`src/rtl/display_scan_driver_pkg.sv`:
```
// Shared constants for the multiplexed 7-segment scan driver: digit count,
// blank codes and the active-low gfedcba hex glyph table.
package disp_pkg;

  localparam int N_DIGITS = 4;
  localparam logic [6:0] SEG_BLANK = 7'h7F;
  localparam logic [3:0] AN_OFF = 4'hF;

  // Entry k is the active-low {g,f,e,d,c,b,a} glyph for nibble k (F first in the literal).
  localparam logic [15:0][6:0] HEX7_TABLE = {
    7'b0001110, 7'b0000110, 7'b0100001, 7'b1000110,
    7'b0000011, 7'b0001000, 7'b0010000, 7'b0000000,
    7'b1111000, 7'b0000010, 7'b0010010, 7'b0011001,
    7'b0110000, 7'b0100100, 7'b1111001, 7'b1000000
  };

endpackage

```
`src/rtl/display_scan_driver_hex_to_7seg.sv`:
```
// Combinational nibble to active-low 7-segment glyph lookup.
module hex_to_7seg
  import disp_pkg::*;
(
  input  logic [3:0] nib_i,
  output logic [6:0] seg_o
);

  assign seg_o = HEX7_TABLE[nib_i];

endmodule

```
`src/rtl/display_scan_driver.sv`:
```
// 4-digit common-anode scan driver with a tear-free shadow register committed at
// frame end. Optional macro DISPLAY_SCAN_DEADTIME_EN blanks the first DEAD cycles of each slot.
module display_scan_driver
  import disp_pkg::*;
#(
  parameter int N        = 2,
  parameter int PRESCALE = 50000,
  parameter int DEAD     = 2
) (
  input  logic                clk,
  input  logic                reset,
  input  logic                wr_valid,
  output logic                wr_ready,
  input  logic [15:0]         wr_data,
  input  logic [N_DIGITS-1:0] digit_en,
  output logic [N_DIGITS-1:0] an,
  output logic [6:0]          seg,
  output logic [N-1:0]        idx
);

  localparam int PW = (PRESCALE > 2) ? $clog2(PRESCALE) : 1;
  localparam logic [PW-1:0] PRE_MAX = PW'(PRESCALE - 1);

`ifdef DISPLAY_SCAN_DEADTIME_EN
  localparam int BLANK_CYC = DEAD;
`else
  // DEAD has no effect in this build: digits switch with no blank gap.
  localparam int BLANK_CYC = DEAD * 0;
`endif

  logic [PW-1:0]         pre_q, pre_d;
  logic [N-1:0]          idx_q, idx_d;
  logic [15:0]           shadow_q, shadow_d;
  logic [15:0]           active_q, active_d;
  logic                  pending_q, pending_d;
  logic [N_DIGITS-1:0]   an_q, an_d;
  logic [6:0]            seg_q, seg_d;

  logic                  tick_s;
  logic                  frame_end_s;
  logic                  xfer_s;
  logic                  blank_s;
  logic                  show_s;
  logic [3:0]            nib_s;
  logic [6:0]            glyph_s;

  hex_to_7seg u_hex (
    .nib_i (nib_s),
    .seg_o (glyph_s)
  );

  // Prescaler, scan index, handshake/commit and output next-state logic.
  always_comb begin
    tick_s      = (pre_q == PRE_MAX);
    frame_end_s = tick_s && (idx_q == {N{1'b1}});
    xfer_s      = wr_valid && !pending_q;

    pre_d    = tick_s ? {PW{1'b0}} : pre_q + {{(PW-1){1'b0}}, 1'b1};
    idx_d    = tick_s ? idx_q + {{(N-1){1'b0}}, 1'b1} : idx_q;
    shadow_d = shadow_q;
    active_d = active_q;
    pending_d = pending_q;

    // Transfer needs pending==0 and commit needs pending==1, so they never coincide.
    if (frame_end_s && pending_q) begin
      active_d  = shadow_q;
      pending_d = 1'b0;
    end else if (xfer_s) begin
      shadow_d  = wr_data;
      pending_d = 1'b1;
    end else begin
      pending_d = pending_q;
    end

    case (idx_q)
      2'd0:    nib_s = active_q[3:0];
      2'd1:    nib_s = active_q[7:4];
      2'd2:    nib_s = active_q[11:8];
      2'd3:    nib_s = active_q[15:12];
      default: nib_s = 4'h0;
    endcase

    blank_s = (int'(pre_q) < BLANK_CYC);
    show_s  = digit_en[idx_q] && !blank_s;

    if (show_s) begin
      an_d  = ~(4'b0001 << idx_q);
      seg_d = glyph_s;
    end else begin
      an_d  = AN_OFF;
      seg_d = SEG_BLANK;
    end
  end

  // State and registered display outputs.
  always_ff @(posedge clk or negedge reset) begin
    if (!reset) begin
      pre_q     <= {PW{1'b0}};
      idx_q     <= {N{1'b0}};
      shadow_q  <= 16'h0000;
      active_q  <= 16'h0000;
      pending_q <= 1'b0;
      an_q      <= AN_OFF;
      seg_q     <= SEG_BLANK;
    end else begin
      pre_q     <= pre_d;
      idx_q     <= idx_d;
      shadow_q  <= shadow_d;
      active_q  <= active_d;
      pending_q <= pending_d;
      an_q      <= an_d;
      seg_q     <= seg_d;
    end
  end

  assign wr_ready = !pending_q;
  assign an       = an_q;
  assign seg      = seg_q;
  assign idx      = idx_q;

endmodule

```
`config.mk`:
```
export PLATFORM = sky130hd
export DESIGN_NAME = display_scan_driver
export DESIGN_NICKNAME = d
export VERILOG_FILES = /design/src/rtl/display_scan_driver_pkg.sv /design/src/rtl/display_scan_driver_hex_to_7seg.sv /design/src/rtl/display_scan_driver.sv
export SDC_FILE = /design/constraint.sdc
export NUM_CORES = 1
export LEC_CHECK = 0
export ABC_AREA = 1
export CORE_ASPECT_RATIO = 0.5
export CORE_MARGIN = 5
export CORE_UTILIZATION = 41
export CTS_BUF_LIST = sky130_fd_sc_hd__clkbuf_8
export CTS_CLUSTER_DIAMETER = 80
export DETAILED_ROUTE_END_ITERATION = 16
export PLACE_DENSITY_LB_ADDON = 0.3
export SKIP_CTS_REPAIR_TIMING = 1
export SYNTH_ARGS = -nofsm -noshare
export SYNTH_HDL_FRONTEND = slang
export SYNTH_SLANG_ARGS = --single-unit
```
`constraint.sdc`:
```
create_clock -name clk -period 4.4 [get_ports clk]
set_input_delay 0.88 -clock clk [delete_from_list [all_inputs] [get_ports clk]]
set_output_delay 0.88 -clock clk [all_outputs]
set_load 0.02 [all_outputs]
```
# [Word level (Yosys, flattened, before mapping)]
# Memories as Yosys holds them, arrays and structs flattened.
# Index checks and enable logic that the tools add are counted.
[op_classes] n_addsub=2 order_cmp=2 eq_ne=4 shifts=1 n_mux=9 n_bitwise=2 n_reduce_logical=7
[ops] cell="$add A16 B1 Y16 const B" n=1
[ops] cell="$eq A16 B16 Y1 const B" n=1
[ops] cell="$mux W16" n=1
[ops] cell="$pmux W4 S4" n=1
[ops] cell="$mux W7" n=2
[ops] cell="$lt A4 B5 Y1 const B" n=1
[ops] cell="$eq A2 B2 Y1 const B" n=2
[ops] cell="$mux W4" n=1
[ops] cell="$not A4 Y4" n=1
[ops] cell="$shl A1 B2 Y4 const A" n=1
[ops] cell="$logic_and A1 B1 Y1" n=3
[ops] cell="$lt A2 B3 Y1 const B" n=1
[ops] cell="$mux W1" n=3
[ops] cell="$add A2 B1 Y2 const B" n=1
[ops] cell="$bmux W1 S2" n=1
[ops] cell="$eq A2 B1 Y1 const B" n=1
[ops] cell="$logic_not A2 Y1" n=1
[ops] cell="$reduce_and A2 Y1" n=1
[ops] cell="$reduce_bool A2 Y1" n=1
[ops] cell="$logic_not A1 Y1" n=1
[ops] cell="$not A1 Y1" n=1
[totals] reg_bits=62 romBits=112 inputBits=23 mem_count=1
[memory_table] memory="(no name shown)" depth=16 width=7 read_ports=1 rd_ports_with_merged_regs=0 write_ports=0 line="display_scan_driver_hex_to_7seg.sv:9" text="assign seg_o = HEX7_TABLE[nib_i];"

# [Logic depth before layout (Yosys ltp)]
# Gate-level depths: netlist of the first run.
[logic_depth] ltp_word=5 mapped_depth=11 mapped_depth_nobuf=11

# [By module]
# Synthesis of the first run repeated with hierarchy kept, for this count alone.
[hier_totals] hier_cells=351 hier_area_um2=3110.5
[by_module_without_submodules] module="display_scan_driver" instances=1 cells_each=302 area_each_um2=2836.5 seq_area_each_um2=1565.3
[by_module_without_submodules] module="hex_to_7seg" instances=1 cells_each=49 area_each_um2=274.0 seq_area_each_um2=0.0

# [Worst setup path before layout of the first run]
# Ideal clock, no wire load.
[synth_timing] kind="reg2reg" startpoint="register idx_q[0], in the netlist idx[0]" endpoint="register seg_q[3], in the netlist seg[3]" setup_time_ps=65 arrival_time_ps=1938 t_required_ps=4335 path_slack_ps=2396 path_stages_with_launch=12 path_buffers=0 period_less_slack_ps=2004 path_cell_list="dfrtp_1 -> inv_1 -> ha_1 -> inv_2 -> nand2_1 -> o21bai_1 -> ha_1 -> inv_1 -> nand3_1 -> nand3_1 -> nand2_1 -> nand2_1"
[synth_between] elab_chain_len=5 word_cells_on_any_way=10 cone_classes="eq/ne (3); mux (5); reduce/logical (1); memory (1)"
[synth_lines] item="from (decl)" line="display_scan_driver.sv:32" text="logic [N-1:0] idx_q, idx_d;"
[synth_lines] item="from (signal assigned)" line="display_scan_driver.sv:99" text="idx_q <= {N{1'b0}};"
[synth_lines] item="from (signal assigned)" line="display_scan_driver.sv:107" text="idx_q <= idx_d;"
[synth_lines] item="$eq A2 B2 Y1, or another cell as far along" line="display_scan_driver.sv:75" text="case (idx_q)"
[synth_lines] item="$pmux W4 S4" line="display_scan_driver.sv:75"
[synth_lines] item="$mem_v2 Z16 W7"
[synth_lines] item="$mux W7 (not written as such)" line="display_scan_driver_hex_to_7seg.sv:9"
[synth_lines] item="$mux W7 (*)" line="display_scan_driver.sv:86" text="if (show_s) begin"
[synth_lines] item="via seg_d[3]" line="display_scan_driver.sv:37" text="logic [6:0] seg_q, seg_d;"
[synth_lines] item="to (signal assigned)" line="display_scan_driver.sv:112" text="seg_q <= seg_d;"
[synth_lines] item="to (decl)" line="display_scan_driver.sv:37"
# The timed path passes the listed nets; every way through them passes the cells marked *. The select of a mux whose other input is x is not followed.
# A chain may end at the register's enable or synchronous reset.

# [Worst setup path in the final report of the first run]
[layout_timing] startpoint="register seg_q[4], in the netlist seg[4]" endpoint="output port seg[4]"
[layout_rtl] item="to (decl)" line="display_scan_driver.sv:17" text="output logic [6:0] seg,"
# No word-level cell between the ends.

==> results.md, run 1 <==
Logic synthesis:
- The sequential share of the synthesized area is 50.7%.
- The library cell with the largest summed area after synthesis is dfrtp_1.
- By area the synthesized netlist is led by dfrtp_1, nand2_1, dfstp_2, nor2_1, o21ai_2.
- The main flop type after synthesis is dfrtp_1.
- The number of enable-type register cells in the synthesized netlist is 0.
- The number of distinct standard cells referenced by the synthesized netlist is 30.
- During synthesis, Yosys emitted a total of 0 warnings.
- The cell area that synthesis handed to floorplanning was 3090 um2.
- The mean instance size in the synthesized netlist is 8.64 um2.
- The number of nets in the synthesized netlist is 391.
- The synthesized flop and latch total is 62.
- After synthesis, the share of flip-flops with an asynchronous set or reset is 100%.
- The number of instances in the synthesized netlist is 357.
- The top cell type by area accounts for 41.4% of the synthesized area.

Placed design:
- At the end of routability-driven placement, the weighted congestion stood at 0.806.
- Input and output buffers added on the ports amount to 36.
- Before CTS, the worst setup slack after placement is 1.95 ns.
- Summed over all nets, the half-perimeter wirelength after detailed placement is 4.25 mm.

STA:
- Timing would allow up to 424 MHz.
- Setup repair after global routing left no endpoint under its margin.
- The final hold violation count came to 0.
- The post-route setup TNS is 0 ns.
- The worst path meets setup with 2.04 ns of slack.
- The clock skew after layout is 0.0107 ns.
- The worst-margin pin slew is 0.980 ns.
- The post-route fraction of the period consumed by the critical path is 53.5%.
- The setup violation total in the final timing report is 0.
- The worst path needs 2.36 ns of the cycle, external delays included.
- The final-report max-slew violation count is 0.
- The normalized max-slew margin is 34.5%.

Drt:
- The detailed router placed 2,265 vias in this run.
- Summed over all layers, the routed wires come to 5.79 mm.
- Using the TritonRoute via totals, the vias-per-cell ratio works out to 4.55.
- The number of search-and-repair iterations in the first detailed-routing pass is 5.
- The DRC violation total after the first TritonRoute iteration is 184.
- The DRC violations left is 0.
- The remaining antenna violation count is 0.
- After detailed routing, the average wire length per cell comes to 11.6 um.

Hold path:
- The startpoint identified for the worst hold timing path is pre_q[0]$_DFF_PN0_.
- The path with the worst hold slack has its endpoint at pre_q[0]$_DFF_PN0_.
- The worst hold path stage count is 1.
- The class of the tightest hold or removal check is flop to flop.

Die:
- After floorplanning, the core was sized to cover 7320 um2.
- In this run the horizontal extent of the chip is 133 um.
- The initial core utilization is 42.1%.
- From bottom edge to top edge, the die measures 71.3 um.
- The floorplan has 22 rows.
- The area of the die is 9470 um2.
- The I/O pin count is 37.

Clocking:
- After clock tree synthesis, the clock-pin slew on the worst setup and hold paths is 0.07 ns.
- The number of buffers between clock root and the deepest sink is 2.
- The CTS tree is yes.
- The number of levels the H-tree was split into is 3.
- The clock sink total is 62.
- The number of buffers created by CTS is 9.
- Clock latency on the worst-skew pair, taken at its later pin, is 0.35 ns.
- In this run the clock root is driven by a clkbuf_8.

Worst setup path:
- The slowest library cell on the worst path is clkdlybuf4s50_1.
- The family with the most delay on the worst path is buffers and inverters.
- The critical path goes through clkdlybuf4s50_1.
- The data required time at the worst endpoint is 3.52 ns.
- The worst register-to-register path begins at idx[0]$_DFFE_PN0N_.
- Measured in cells, the most critical reg-to-reg path has a length of 11.
- The highest cell delay on the worst timing path is 0.59 ns.
- The cell depth of the worst setup path is 1.
- The category of the worst setup path launch point is a flop.
- The critical path in this run is classified as flop to output pin.
- The timing startpoint of the critical path is seg[4]$_DFF_PN1_.
- The maximum fanout count along the critical path is 1.
- For the worst setup path, the data arrival time is 1.48 ns.
- The combined buffer and inverter count along the critical path is 1.
- The worst register-to-register path has a setup slack of 2.21 ns.
- The endpoint identified for the worst register-to-register timing path is seg[3]$_DFF_PN1_.
- The kind of end point of the critical path is an output pin.

Finish:
- The number of diodes is 0.
- At the end of the flow the core is filled with cells to 50.8%.
- The final-layout fill cell count is 704.
- For this run, the post-layout net count is 431.
- The area growth from synthesis to final layout is 20.6%.
- In the final layout, the share of cells above drive strength 1 is 15.2%.

GRT:
- In the global route stage, overall resource usage came out at 13.8%.
- The pin count of the biggest net entering global routing is 45.
- The number of global-route vias before repair is 2,206.
- The number of antenna violations at the first check in global routing is 0.
- The first global-routing pass estimated 10.4 mm of wire.
- The total global routing overflow is 0.

Power:
- The sum of internal, switching and leakage power is 1.23 mW.
- IR analysis of the VDD net gives a maximum drop of 0.000140 V.
- In this run the power density over the cells is 329 nW/um2.
- The analysis attributes to cell leakage a power of 1.81 nW.

Run:
- The max-cap violation count is 0.

Status:
- The run finished with clean final reports.
## report_power, final
part | internal (mW) | total [mW] | switching (mW)
sequential | 0.593 | 0.598 | 0.00514
combinational | 0.0315 | 0.0700 | 0.0385
clock | 0.333 | 0.558 | 0.225
total | 0.957 | 1.23 | 0.268
## worst max path at each step
stage               slack (ns)                        to
floorplan                 2.40          seg[3]$_DFF_PN1_
global placement          2.00   shadow_q[2]$_DFFE_PN0P_
detailed placement        1.95  shadow_q[15]$_DFFE_PN0P_
CTS                       2.02                    seg[4]
global route              1.92          seg[3]$_DFF_PN1_
finish                    2.04                    seg[4]
## flip-flops by register name, summed over array words and instances (netlist names)
name	cells
shadow_q	16
idx	2
an	4
pre_q	16
seg	7
pending_q	1
active_q	16
## synth_stat cells, types with 3 or more instances
| library cell | count |
|---|---|
| nand4_1 | 3 |
| buf_6 | 4 |
| a21oi_1 | 21 |
| o21ai_1 | 3 |
| nor2_1 | 46 |
| o21ai_2 | 18 |
| ha_1 | 11 |
| nand3_1 | 23 |
| dfrtp_1 | 51 |
| buf_1 | 3 |
| inv_2 | 7 |
| nand2_1 | 87 |
| dfstp_2 | 11 |
| xor2_1 | 7 |
| o21ai_0 | 3 |
| inv_1 | 41 |
## cell usage in the layout (no fill, tap or decap), types with 2 or more instances in the layout
cell / synthesis / routed
a21oi_1: 21 / 21
nor3_1: 2 / 2
nor2_1: 46 / 46
clkbuf_8: 0 / 10
nand3_1: 23 / 23
inv_1: 41 / 42
dfstp_2: 11 / 11
clkdlybuf4s50_1: 0 / 35
o21ai_1: 3 / 3
o21ai_2: 18 / 18
inv_2: 7 / 7
nand4_1: 3 / 3
xor2_1: 7 / 7
nor2_4: 2 / 2
or2_1: 2 / 2
o21ai_0: 3 / 3
ha_1: 11 / 11
o21bai_1: 2 / 2
dfrtp_1: 51 / 51
bufinv_16: 0 / 2
nand2_1: 87 / 87
clkinv_4: 0 / 2
## final cells by class
cell class              count  area (um2)  share of cell area, %
clock buffers              10         138                   3.70
flip-flops and latches     62        1570                   42.1
multi-input cells         238        1260                   34.0
well taps                  96         120                   3.23
clock inverters             6        86.3                   2.32
inverters                  49         184                   4.94
repair buffers             37         363                   9.75
## routing by layer
metal | share of wire [%] | vias up | wire, um | track usage (%)
li1 | - | 1196 | - | -
met1 | 48 | 1027 | 2810 | 18.1
met2 | 45 | 38 | 2620 | 21.0
met3 | 5.3 | 4 | 307 | 5.33
met4 | 1.0 | 0 | 59 | 4.95
met5 | 0 | - | 0 | 0
## stage by stage
| stage | hold slack, ns | instances | instance area [um2] |
|---|---|---|---|
| 2_1_floorplan | 0.430 | 357 | 3090 |
| 3_3_place_gp | 0.452 | 482 | 3500 |
| 3_5_place_dp | 0.461 | 482 | 3500 |
| 4_1_cts | 0.470 | 498 | 3720 |
| 5_1_grt | 0.482 | 498 | 3720 |
| 6_report | 0.468 | 498 | 3720 |
## cells by family after synthesis
kind of cell	count (synthesis)	synth area share, %
buf+inv	57	8.27
xor+xnor	7	1.99
compound gates	49	10.7
fa+ha+maj	11	4.46
simple gates	171	23.8
flops	62	50.7
Note: power is estimated with default switching activity, not from simulation.
==> inputs of run 2 (changes only) <==
==> constraint.sdc (replaced) <==
create_clock -name clk -period 2.4 [get_ports clk]
set_input_delay 0.48 -clock clk [delete_from_list [all_inputs] [get_ports clk]]
set_output_delay 0.48 -clock clk [all_outputs]
set_load 0.02 [all_outputs]
==> run 2 against run 1 <==
Cell area rose by 0.40%. Setup slack got worse by 1.8 ns. Sequential power rose by 84%. Largest power group unchanged. Routed wire length fell by 1.1%. Die area did not move. Non-clock buffer count rose by 2. Final cell count rose by 0.40%. Critical endpoint is now seg[3]$_DFF_PN1_. Largest cell class unchanged. Core utilization rose by 0.21 points.
==> results.md, run 2 (synthesized netlist as in run 1, its figures left out) <==
Power:
- The cell area power density is 583 nW/um2 (+77%).
- The sum of internal, switching and leakage power is 2.18 mW (+78%).
- The maximum vdd ir drop is 0.000332 V (+140%).
- The sequential power share is 50.3% (+1.5 points).
- The net switching fraction of the power is 21.6% (-0.25 points).
- The clock share of power is 43.6% (-1.9 points).
- The relative contribution of combinational cells to total power is 6.1% (+0.4 points).
- The net load switching power was 0.471 mW (+76%).
- The internal power contribution is 1.71 mW (+78%).
- The reported leakage power is 1.82 nW (+0.31%).

STA:
- The post-route setup TNS is 0 ns (unchanged).
- The final hold violation count is 0 (unchanged).
- Setup repair after global routing left no endpoint under its margin.
- The final-report max-slew violation count is 0 (unchanged).
- The setup violation total in the final timing report is 0 (unchanged).
- The smallest clock period supported by the final layout is computed as 2.12 ns.
- The fmax is 472 MHz.
- The normalized max-slew margin came to 65.1% (+31 points).
- The worst-margin pin slew came to 0.524 ns (-0.456 ns).
- The clock skew after layout is 0.00879 ns (-0.00195 ns).
- The post-route fraction of the period consumed by the critical path is 88.2%.

Worst setup path:
- The signal on the critical path passes through inv_1, ha_1, inv_2, nand2_1, o21bai_1, ha_1, inv_1, nand3_1, nand3_1, nand2_1, nand2_1.
- Broken down by cell family, the worst path's largest delay share belongs to adder cells.
- The highest cell delay on the worst timing path was 0.43 ns (-0.16 ns).
- The maximum fanout count along the critical path is 8 (+7).
- The combined buffer and inverter count along the critical path is 3 (+2).
- The kind of end point of the critical path is a flop.
- By startpoint and endpoint, the worst setup path is classified as flop to flop.
- The slowest library cell on the worst path is dfrtp_1.
- The arrival time at the worst endpoint came to 2.40 ns (+0.92 ns).
- The data required time at the worst endpoint was 2.68 ns (-0.84 ns).
- STA classifies the critical path startpoint as a flop.
- The setup slack of the most critical reg-to-reg path was 0.28 ns (-1.93 ns).
- The most numerous cell type found on the critical path is nand2_1.

Placed design:
- The total half-perimeter wirelength after legalization and detailed placement was 4.35 mm (+2.5%).
- The count of input and output buffers was 36 (unchanged).
- The cell area after placement was 3520 um2 (+0.79%).
- The final weighted congestion in routability-driven placement is 0.900 (+12%).
- The placed cell count is 484 (+0.41%).

Finish:
- The number of nets in the finished design is 433 (+0.46%).
- The largest registers in the layout are active_q (16), pre_q (16), shadow_q (16).
- The fraction of final layout cells sized beyond drive strength 1 came to 15.6% (+0.42 points).
- From synthesis to final layout, the design area changed by 21.1%.
- The number of diodes is 0 (unchanged).
- The count of placed standard cells in the final layout, fillers left out came to 500 (+0.40%).
- The post-route cell area came to 3740 um2 (+0.40%).
- The most common cell after layout, fill and taps aside is nand2_1.
- Leaving out fill and tap cells, the most frequent cells in the layout are nand2_1, dfrtp_1, nor2_1.

Clocking:
- The number of buffers between clock root and the deepest sink is 2 (unchanged).
- The number of levels the H-tree was split into is 3 (unchanged).
- The clock sink total came to 62 (unchanged).
- The insertion delay to the later sink of the worst-skew pair came to 0.35 ns (about the same).
- The number of buffers created by CTS was 9 (unchanged).
- The register clock-pin slew on the reported worst setup and hold paths is 0.07 ns (about the same).
- TritonCTS built the clock tree.
- The tree is rooted in a clkbuf_8.

Die:
- The die boundary height came to 71.3 um (unchanged).
- The horizontal die dimension is 133 um (unchanged).
- The I/O pin count is 37 (unchanged).
- The area of the die is 9470 um2 (unchanged).
- The initial core utilization is 42.1% (unchanged).
- The number of core rows is 22 (unchanged).
- The core area is 7320 um2 (unchanged).

Drt:
- The remaining antenna violation count was 0 (unchanged).
- The DRC violation total after the first TritonRoute iteration came to 182 (-1.1%).
- The routed wire length is 5.73 mm (-1.1%).
- The post-detailed-route wirelength per cell is 11.5 um (-1.5%).
- The number of search-and-repair iterations in the first detailed-routing pass was 5 (unchanged).
- The total number of vias is 2,262 (-0.13%).
- The DRC violations left was 0 (unchanged).
- The via-per-instance ratio is 4.52 (-0.53%).

GRT:
- The number of global-route vias before repair is 2,199 (-0.32%).
- The total global routing overflow is 0 (unchanged).
- The total routing resource utilization after global routing is 13.4% (-0.42 points).
- The number of antenna violations at the first check in global routing is 0 (unchanged).
- The pin count of the biggest net entering global routing is 34 (-24%).
- The global-route wire length before repair came to 10.1 mm (-3.3%).

Run:
- The max-cap violation count is 0 (unchanged).

Hold path:
- The min-delay analysis places its worst path in the category input port to asynchronous set/reset pin.

Status:
- The flow ran to the end, and the final reports show no timing, DRC or antenna violations.
## run 2: cell types whose count changed in the layout (fill, tap and decap cells not counted), sizes merged
cell      delta
clkinv       -2
clkbuf       +2
clkinvlp     +1
buf          +2
bufinv       -1
## run 2: final cells by class
class,count,area [um2]
sequential,62,1570
clock inverter,4,46.3
multi-input combinational,238,1260
tap,96,120
inverter,49,184
clock buffer,12,165
timing repair buffer,39,390
fill,702,3590
## run 2: per-stage QoR
stage / util [%] / worst slack [ns] / hold slack [ns]
2_1_floorplan: - / 0.396 / 0.184
3_3_place_gp: 48.1 / 0.408 / 0.452
3_5_place_dp: 48.1 / 0.294 / 0.453
4_1_cts: 51.0 / 0.271 / 0.0638
5_1_grt: 51.0 / 0.0834 / 0.0938
6_report: 51.0 / 0.282 / 0.0716
## run 2: worst paths after layout
kind	cells after the start	end	startpoint
worst max-delay path	11	seg[3]$_DFF_PN1_	idx[0]$_DFFE_PN0N_
worst min-delay path	1	shadow_q[15]$_DFFE_PN0P_	reset
worst max register to register	11	seg[3]$_DFF_PN1_	idx[0]$_DFFE_PN0N_
worst min register to register	1	pre_q[0]$_DFF_PN0_	pre_q[0]$_DFF_PN0_
max in group asynchronous	2	an[3]$_DFF_PN1_	reset
min in group clk	1	pre_q[0]$_DFF_PN0_	pre_q[0]$_DFF_PN0_
## run 2: routing by layer
metal	routed length, um	vias up	track usage, %
met1	2800	1009	17.0
met3	246	12	4.91
met2	2580	37	20.5
li1	-	1204	-
met5	0	-	0
met4	105	0	6.45
## run 2: power groups by stage
stage                     combinational, mW  sequential (mW)  clock (mW)
after floorplan                      0.0438             1.12           0
after global placement                0.134             1.11           0
after detailed placement              0.136             1.11           0
after CTS                             0.136             1.10       0.990
after global routing                  0.149             1.10        1.03
final                                 0.132             1.10       0.950
